### src/rtl/execute_stage_pkg.sv
// Shared types for the execute stage.
//   common : datapath word types and width.
//   pipes  : decoded operation, EX/MEM register layout, fetch redirect.
// Optional feature macro: MUL_EN (adds the MUL operation to decode_op_t).
package common;
    localparam int XLEN = 64;
    typedef logic [XLEN-1:0] word_t;
    typedef logic [63:0]     u64;
endpackage

package pipes;
    import common::word_t;
    import common::u64;

    // OP_NOP stays first so a cleared register reads back as a no-op.
    typedef enum logic [4:0] {
        OP_NOP,
        OP_ADD,
        OP_ADDI,
        OP_LD,
        OP_SD,
        OP_LUI,
        OP_AUIPC,
        OP_JAL,
        OP_JALR,
        OP_SUB,
        OP_AND,
        OP_ANDI,
        OP_OR,
        OP_ORI,
        OP_XOR,
        OP_XORI,
`ifdef MUL_EN
        OP_MUL,
`endif
        OP_BEQ
    } decode_op_t;

    typedef struct packed {
        u64         pc;
        decode_op_t op;
        word_t      result;
        word_t      store_data;
        logic [4:0] dst;
    } ex_mem_t;

    typedef struct packed {
        logic valid;
        u64   pc;
    } redirect_t;
endpackage

### src/rtl/execute_stage_mul.sv
// Iterative shift-add multiplier (low 64 bits of a*b), one partial product
// per cycle for 64 cycles. Only present when MUL_EN is defined.
`ifdef MUL_EN
module iter_mul
    import common::word_t;
(
    input  logic  clk,
    input  logic  reset,
    input  logic  start,
    input  logic  abort,
    input  word_t a,
    input  word_t b,
    output logic  busy,
    output logic  done,
    output word_t product
);
    localparam logic [0:0] IDLE     = 1'b0;
    localparam logic [0:0] MUL_BUSY = 1'b1;

    logic [0:0] state;
    logic [6:0] count;
    word_t      mcand;
    word_t      mplier;
    word_t      acc;

    assign busy    = (state == MUL_BUSY);
    assign done    = busy && (count == 7'd64);
    assign product = acc;

    // Sequencer: load operands on start, add/shift 64 times, hold done for one cycle
    always_ff @(posedge clk or negedge reset) begin
        if (!reset) begin
            state  <= IDLE;
            count  <= '0;
            mcand  <= '0;
            mplier <= '0;
            acc    <= '0;
        end else if (abort) begin
            state <= IDLE;
            count <= '0;
        end else begin
            case (state)
                IDLE: begin
                    if (start) begin
                        state  <= MUL_BUSY;
                        count  <= '0;
                        mcand  <= a;
                        mplier <= b;
                        acc    <= '0;
                    end
                end
                MUL_BUSY: begin
                    if (count == 7'd64) begin
                        state <= IDLE;
                    end else begin
                        if (mplier[0]) acc <= acc + mcand;
                        mcand  <= mcand << 1;
                        mplier <= mplier >> 1;
                        count  <= count + 7'd1;
                    end
                end
                default: state <= IDLE;
            endcase
        end
    end
endmodule
`endif

### src/rtl/execute_stage.sv
// Execute stage: ALU, BEQ/JAL/JALR resolution, single-entry EX/MEM register
// and a registered one-cycle fetch redirect.
// Optional feature macro: MUL_EN (iterative 64-cycle multiplier, iter_mul).
module execute_stage
    import common::word_t;
    import common::u64;
    import pipes::*;
#(
    parameter int XLEN = common::XLEN
) (
    input  logic       clk,
    input  logic       reset,
    input  logic       flush,
    input  logic       in_valid,
    output logic       in_ready,
    input  u64         in_pc,
    input  decode_op_t in_op,
    input  word_t      in_srca,
    input  word_t      in_srcb,
    input  word_t      in_rd1,
    input  word_t      in_rd2,
    input  word_t      in_imm,
    input  logic [4:0] in_dst,
    output logic       out_valid,
    input  logic       out_ready,
    output u64         out_pc,
    output decode_op_t out_op,
    output word_t      out_result,
    output word_t      out_store_data,
    output logic [4:0] out_dst,
    output logic       redirect_valid,
    output u64         redirect_pc
);
    function automatic word_t alu(input decode_op_t op, input word_t a, input word_t b);
        case (op)
            OP_ADD, OP_ADDI, OP_LD, OP_SD,
            OP_LUI, OP_AUIPC, OP_JAL, OP_JALR: alu = a + b;
            OP_SUB:                            alu = a - b;
            OP_AND, OP_ANDI:                   alu = a & b;
            OP_OR,  OP_ORI:                    alu = a | b;
            OP_XOR, OP_XORI:                   alu = a ^ b;
            default:                           alu = '0;
        endcase
    endfunction

    logic [XLEN-1:0] alu_p0;
    logic            taken_p0;
    u64              target_p0;
    logic            accept_p0;
    logic            is_mul_p0;
    logic            busy;
    ex_mem_t         ex_mem_p1;
    logic            vld_p1;
    redirect_t       redirect_p1;

    // ---- stage p0: combinational execute of the offered instruction ----
    assign alu_p0 = alu(in_op, in_srca, in_srcb);

    // Resolve taken-ness and restart target for control transfers
    always_comb begin
        taken_p0  = 1'b0;
        target_p0 = '0;
        case (in_op)
            OP_BEQ: begin
                taken_p0  = (in_rd1 == in_rd2);
                target_p0 = in_pc + in_imm;
            end
            OP_JAL: begin
                taken_p0  = 1'b1;
                target_p0 = in_pc + in_imm;
            end
            OP_JALR: begin
                taken_p0  = 1'b1;
                target_p0 = (in_rd1 + in_imm) & ~64'h1;
            end
            default: ;
        endcase
    end

    // flush forces ready so decode's offer is consumed and thrown away
    assign in_ready  = flush || (!busy && (!vld_p1 || out_ready));
    assign accept_p0 = in_valid && in_ready && !flush;

`ifdef MUL_EN
    logic       mul_start;
    logic       mul_done;
    word_t      mul_product;
    u64         mul_pc;
    decode_op_t mul_op;
    word_t      mul_sd;
    logic [4:0] mul_dst;

    assign is_mul_p0 = (in_op == OP_MUL);
    assign mul_start = accept_p0 && is_mul_p0;

    iter_mul u_iter_mul (
        .clk     (clk),
        .reset   (reset),
        .start   (mul_start),
        .abort   (flush),
        .a       (in_srca),
        .b       (in_srcb),
        .busy    (busy),
        .done    (mul_done),
        .product (mul_product)
    );

    // Park the multiply's bookkeeping fields until the product is ready
    always_ff @(posedge clk or negedge reset) begin
        if (!reset) begin
            mul_pc  <= '0;
            mul_op  <= OP_NOP;
            mul_sd  <= '0;
            mul_dst <= '0;
        end else if (mul_start) begin
            mul_pc  <= in_pc;
            mul_op  <= in_op;
            mul_sd  <= in_rd2;
            mul_dst <= in_dst;
        end
    end
`else
    assign is_mul_p0 = 1'b0;
    assign busy      = 1'b0;
`endif

    // ---- stage p1: EX/MEM register ----
    // Load on accept (or multiply completion), drain on out transfer, drop on flush
    always_ff @(posedge clk or negedge reset) begin
        if (!reset) begin
            vld_p1    <= 1'b0;
            ex_mem_p1 <= '0;
        end else if (flush) begin
            vld_p1 <= 1'b0;
        end else if (accept_p0) begin
            vld_p1    <= !is_mul_p0;
            ex_mem_p1 <= '{pc: in_pc, op: in_op, result: alu_p0,
                           store_data: in_rd2, dst: in_dst};
        end
`ifdef MUL_EN
        else if (mul_done) begin
            vld_p1    <= 1'b1;
            ex_mem_p1 <= '{pc: mul_pc, op: mul_op, result: mul_product,
                           store_data: mul_sd, dst: mul_dst};
        end
`endif
        else if (out_ready) begin
            vld_p1 <= 1'b0;
        end
    end

    // Redirect pulses only on the accepting edge, so a stalled result never repeats it
    always_ff @(posedge clk or negedge reset) begin
        if (!reset) begin
            redirect_p1 <= '0;
        end else begin
            redirect_p1.valid <= accept_p0 && taken_p0;
            if (accept_p0 && taken_p0) redirect_p1.pc <= target_p0;
        end
    end

    assign out_valid      = vld_p1;
    assign out_pc         = ex_mem_p1.pc;
    assign out_op         = ex_mem_p1.op;
    assign out_result     = ex_mem_p1.result;
    assign out_store_data = ex_mem_p1.store_data;
    assign out_dst        = ex_mem_p1.dst;
    assign redirect_valid = redirect_p1.valid;
    assign redirect_pc    = redirect_p1.pc;
endmodule

### config.mk
export PLATFORM = sky130hd
export DESIGN_NAME = execute_stage
export DESIGN_NICKNAME = d
export VERILOG_FILES = /design/src/rtl/execute_stage_pkg.sv /design/src/rtl/execute_stage_mul.sv /design/src/rtl/execute_stage.sv
export SDC_FILE = /design/constraint.sdc
export NUM_CORES = 1
export LEC_CHECK = 0
export CORE_AREA = 2 2 257 259
export CTS_CLUSTER_DIAMETER = 50
export DETAILED_ROUTE_END_ITERATION = 10
export DIE_AREA = 0 0 259 261
export PLACE_DENSITY = 0.72
export SLEW_MARGIN = 20
export SYNTH_ARGS = -nofsm -noshare
export SYNTH_HDL_FRONTEND = slang
export SYNTH_SLANG_ARGS = --single-unit
### constraint.sdc
create_clock -name clk -period 1.9 [get_ports clk]
set_input_delay 0.19 -clock clk [delete_from_list [all_inputs] [get_ports clk]]
set_output_delay 0.19 -clock clk [all_outputs]
set_load 0.01 [all_outputs]
# == Word-level counts from Yosys, hierarchy flattened ==
# Index checks and enable logic that the tools add are counted.
# classes
addsub,4
eq_ne,17
muxes,6
bitwise_logic,4
reduce_logical,15
# op_table
cell,count
case mux 64 bit (5 select lines),1
adder 64 bit,3
case mux 64 bit (2 select lines),1
AND 64 bit,1
== test 64 bit,1
OR 64 bit,1
subtractor 64 bit,1
bitwise XOR 64 bit,1
"== test 5 x 4 -> 1 bit, second input constant",8
"== test 5 x 3 -> 1 bit, second input constant",4
"== test 5 x 2 -> 1 bit, second input constant",2
OR reduction 2 bit,5
OR reduction 8 bit,1
"== test 5 x 1 -> 1 bit, second input constant",1
"== test 5 bit, second input constant",1
logical AND 1 bit,3
2-to-1 mux 1 bit,3
nonzero test 3 bit,1
zero test 1 bit,2
logical OR 1 bit,2
case mux 1 bit (2 select lines),1
AND reduction 2 bit,1
inverter 1 bit,1
# word_totals
regBits,268
input_bits,399
output_inout_bits,269
elab_cells,54

# == Depth between registers and ports, before layout ==
# logic_depth
word_depth,7
ltp_mapped,23

# == Worst setup path before layout ==
# OpenSTA, ideal clock, no wires.
# synth_path
path_kind,input-to-reg
startpoint,input port in_srcb[16]
endpoint,"register ex_mem_p1, in the netlist out_result[61]"
setup_ns,0.136
arrival_time_ns,4.562
required_time_ns,1.764
setup_slack_ns,-2.797
cell_stages,21
path_buffers,0
cell_sequence,or3_4 or3_4 or4_4 or3_4 nand2b_4 nor3_4 nand3_2 or2_4 nand2_1 xnor2_1 ha_1 a21o_1 a21o_1 a21o_1 a21o_1 a21o_1 a21oi_1 nor2b_1 a311oi_1 xor2_1 o21ai_0
# synth_between
elab_chain_cells,2
# synth_lines
element,line,text
"start, declared",execute_stage.sv:19,"input word_t in_srcb,"
subtractor 64 bit / adder 64 bit (equally long branches),"execute_stage.sv:38, execute_stage.sv:37",
case mux 64 bit (5 select lines) *,execute_stage.sv:35,case (op)
"end signal, assigned",execute_stage.sv:137,"ex_mem_p1 <= '{pc: in_pc, op: in_op, result: alu_p0,"
"end, declared",execute_stage.sv:52,ex_mem_t ex_mem_p1;
# Mark *: on every way between the ends. The rest lies on a longest branch, timed or not.
# A chain may end at the register's enable or synchronous reset.

# == Worst setup path in the final report ==
# layout_path
startpoint,input port in_srcb[16]
endpoint,"register ex_mem_p1, in the netlist out_result[60]"
# The elaborated chain is that of the path after synthesis.

==> flow_metrics.tcl <==
set metrics [dict create \
    syn_nets 3941 \
    synth-seq-cells 268 \
    grt_pass1_vias 35900 \
    synthArstFlopShare 1.00 \
    synth_top_cell_by_area "dfrtp_1" \
    die_y_um 261 \
    fin_crit_sh 2.30 \
    drt_first_pass_iters 6 \
    worstPathArrival_ns 4.82 \
    post-route-util 0.794 \
    status "complete, but fails checks" \
    vias 36700 \
    setup_viol 128 \
    syn_avg_cell_area_um2 8.35 \
    critical_path_class "input pin to register" \
    finalPower_mw 30.8 \
    synth_area_um2 26900 \
    power_density_nw_per_um2 597 \
    wl_met2_mm 71.4 \
    ys.flop_type "dfrtp_1" \
    cts_buffers 40 \
    wl_per_cell_um 26.0 \
    syn2layout_area_growth_pct 91.9 \
    cp.required_ns 2.34 \
    hold_violations 0 \
    antenna_left 0 \
    grt_setup_unrepaired "true" \
    synth_edf_count 0 \
    peakVddDrop_uv 764 \
    layout-drive-gt1-share 0.463 \
    crit_fanout 3 \
    synth_warnings 0 \
    fp.dieW_um 259 \
    yosysUniqueCellTypes 82 \
    overflow 0 \
    cp_slowest_cell "or4_4" \
    cts_tree "yes" \
    cts.sinks 268 \
    io_pins 668 \
    clk_pin_slew_worst_paths_ns 0.06 \
    io_buffers 667 \
    critPathCaptureType "register" \
    clock_path_buffers 3 \
    synth_area_leaders "dfrtp_1 (25%), ha_1 (15%), xnor2_1 (6.6%)" \
    netlist_instances 3222 \
    dp_cells 5717 \
    drv_slew 0 \
    gp_congestion 1.08 \
    synth-seq-area-share 0.249 \
    fin_nets 5845 \
    wirelength_mm 157 \
    crit_path_start_kind "input pin" \
    grt_max_degree 54 \
    vias_per_cell 6.09 \
    fin_skew_ns 0.0240 \
    layout_setup_ws_ns -2.48 \
    dr_wl_met3_mm 16.6 \
    instances_no_fill 6024 \
    hpwlAfterDp_mm 108 \
    insertion_delay_ns 0.58 \
    root_buffer "clkbuf_16" \
    worst_slew_pin_slew_ns 0.863 \
    n_fill_cell 3819 \
    rows 94 \
    max-cap-violations 0 \
    grt_pass1_wl_mm 213 \
    drt_iter0_markers 4003 \
    finalSetupTns_ns -162.35 \
    fmax_ghz 0.228 \
    violations "setup timing" \
    p_leak_nw 23.3 \
    slowest_delay_ns 0.45 \
    cp_common_cell "buf_4" \
    grt_usage 0.410 \
    die-area_um2 67600 \
    antenna_found_initial 8 \
    core_um2 65000 \
    relSlewSlack 0.423 \
    htree_levels 2 \
    wl_met1_mm 53.4 \
    period_needed_ns 4.38 \
    drc 0 \
    min_path_type "input pin to register" \
    top_layer "met5" \
    synth_top_area_share 0.249 \
    initial_utilization 0.414 \
]
-- cell type report --
type                            instances  area (um2)  area share
Clock buffer                           54        1150      0.0222
Sequential cell                       268        6710       0.130
Multi-Input combinational cell       2603       24200       0.468
Tap cell                              864        1080      0.0209
Antenna cell                            6        15.0    0.000291
Inverter                              189         727      0.0141
Timing Repair Buffer                 2024       17600       0.341
Clock inverter                         16         169     0.00327
-- Yosys cell counts, types with 6 or more instances --
cell / number
mux2_2: 140
nand4_1: 80
o221ai_1: 11
ha_1: 317
dfrtp_1: 268
and4_1: 11
a221o_1: 9
o31ai_1: 29
and3_1: 14
a31oi_1: 26
o21ai_0: 282
a2bb2oi_1: 6
nor3_1: 46
a2111oi_0: 6
or3_1: 20
xor2_1: 96
a221oi_1: 46
inv_1: 189
o22ai_1: 9
a41oi_1: 9
nand2b_1: 27
or2_2: 8
o41ai_1: 11
nand3_1: 42
o2111ai_1: 6
a21oi_1: 237
and2_1: 14
a21o_1: 95
xnor2_1: 202
or4_1: 8
mux2i_1: 7
o21a_1: 32
buf_1: 8
a21boi_0: 9
a211oi_1: 27
nor4_1: 29
a22oi_1: 98
clkbuf_1: 156
nor2b_1: 15
o211ai_1: 20
o21bai_1: 36
nand2_1: 285
o21ai_1: 8
nor2_1: 155
-- per-layer routing --
metal / vias to the layer above / GRT usage
met5: - / 0
met4: 4 / 0.286
met3: 886 / 0.0881
met2: 2646 / 0.692
met1: 17500 / 0.465
li1: 15600 / -
-- final timing paths --
check,start,end,slack (ns),cells past startpoint
worst max-delay path,in_srcb[16],out_result[60],-2.48,25
worst min-delay path,in_pc[34],out_pc[34],0.01,2
worst max register to register,out_valid,out_result[60],-0.06,8
worst min register to register,redirect_pc[21],redirect_pc[21],0.49,2
max in group asynchronous,reset,out_store_data[6],1.04,3
min in group asynchronous,reset,out_pc[61],0.14,2
-- kinds of logic (layout without fill, tap and decap cells) --
| group | after synthesis | after routing | synth area share |
|---|---|---|---|
| compound gates | 1058 | 1058 | 0.254 |
| buf+inv | 353 | 2283 | 0.0492 |
| fa+ha+maj | 320 | 320 | 0.150 |
| other cells | 0 | 6 | 0 |
| xor+xnor | 298 | 298 | 0.0970 |
| flops | 268 | 268 | 0.249 |
| simple gates | 778 | 780 | 0.140 |
| mux | 147 | 147 | 0.0612 |
-- critical path, delay by kind of cell --
kind / cells / cell delay (ns)
buffers and inverters: 6 / 0.89
AO/OA/AOI/OAI: 8 / 1.14
adder cells (fa/ha/maj): 1 / 0.20
multiplexers: 1 / 0.14
AND/OR/NAND/NOR: 8 / 2.10
XOR/XNOR: 1 / 0.13
-- flip-flops by register name, summed over array words and instances, names as in the netlist --
signal,cells
out_op,5
redirect_pc,64
out_dst,5
out_result,64
out_store_data,64
redirect_valid,1
out_pc,64
out_valid,1
-- through the flow --
stage | hold slack [ns] | cell area (um2) | worst slack, ns
finish | 0.0123 | 51600 | -2.48
floorplan | -0.106 | 27700 | -2.78
CTS | 0.0000575 | 50000 | -2.46
global route | 0.00653 | 51600 | -2.58
detailed placement | 0.165 | 43600 | -3.49
global placement | 0.166 | 43600 | -3.38
-- cells in the final DEF, fill, tap and decap left out, types with 29 or more instances in the layout --
cell type / count
nor2_1: 128
nand2_1: 234
buf_4: 1172
ha_4: 81
xor2_1: 61
buf_12: 38
xnor2_2: 44
inv_1: 185
buf_2: 54
o21a_1: 31
o21bai_1: 31
nand3_1: 29
ha_1: 231
a21o_1: 92
buf_6: 149
a21oi_2: 74
clkdlybuf4s50_1: 450
dlygate4sd2_1: 70
dfrtp_1: 268
a221oi_2: 31
mux2_2: 139
nand4_1: 80
nand2_2: 41
a21oi_1: 140
o21ai_0: 116
o21ai_2: 47
xnor2_1: 151
a22oi_1: 75
clkbuf_16: 42
o21ai_1: 116
-- power by group --
part	switching, mW	leakage, nW	internal (mW)
logic	7.98	19.2	8.36
registers	0.508	3.39	6.47
clock network	3.10	0.641	4.43
total	11.6	23.3	19.3
-- repair_timing --
action,in CTS,in global routing
hold buffers,21,4
gates cloned,4,0
pin swaps,448,258
endpoints found under the hold margin,133,4
setup buffers,165,64
endpoints found under the setup margin,130,126
resized for setup,1450,272
No activity file was read; power rests on OpenSTA's default activity.
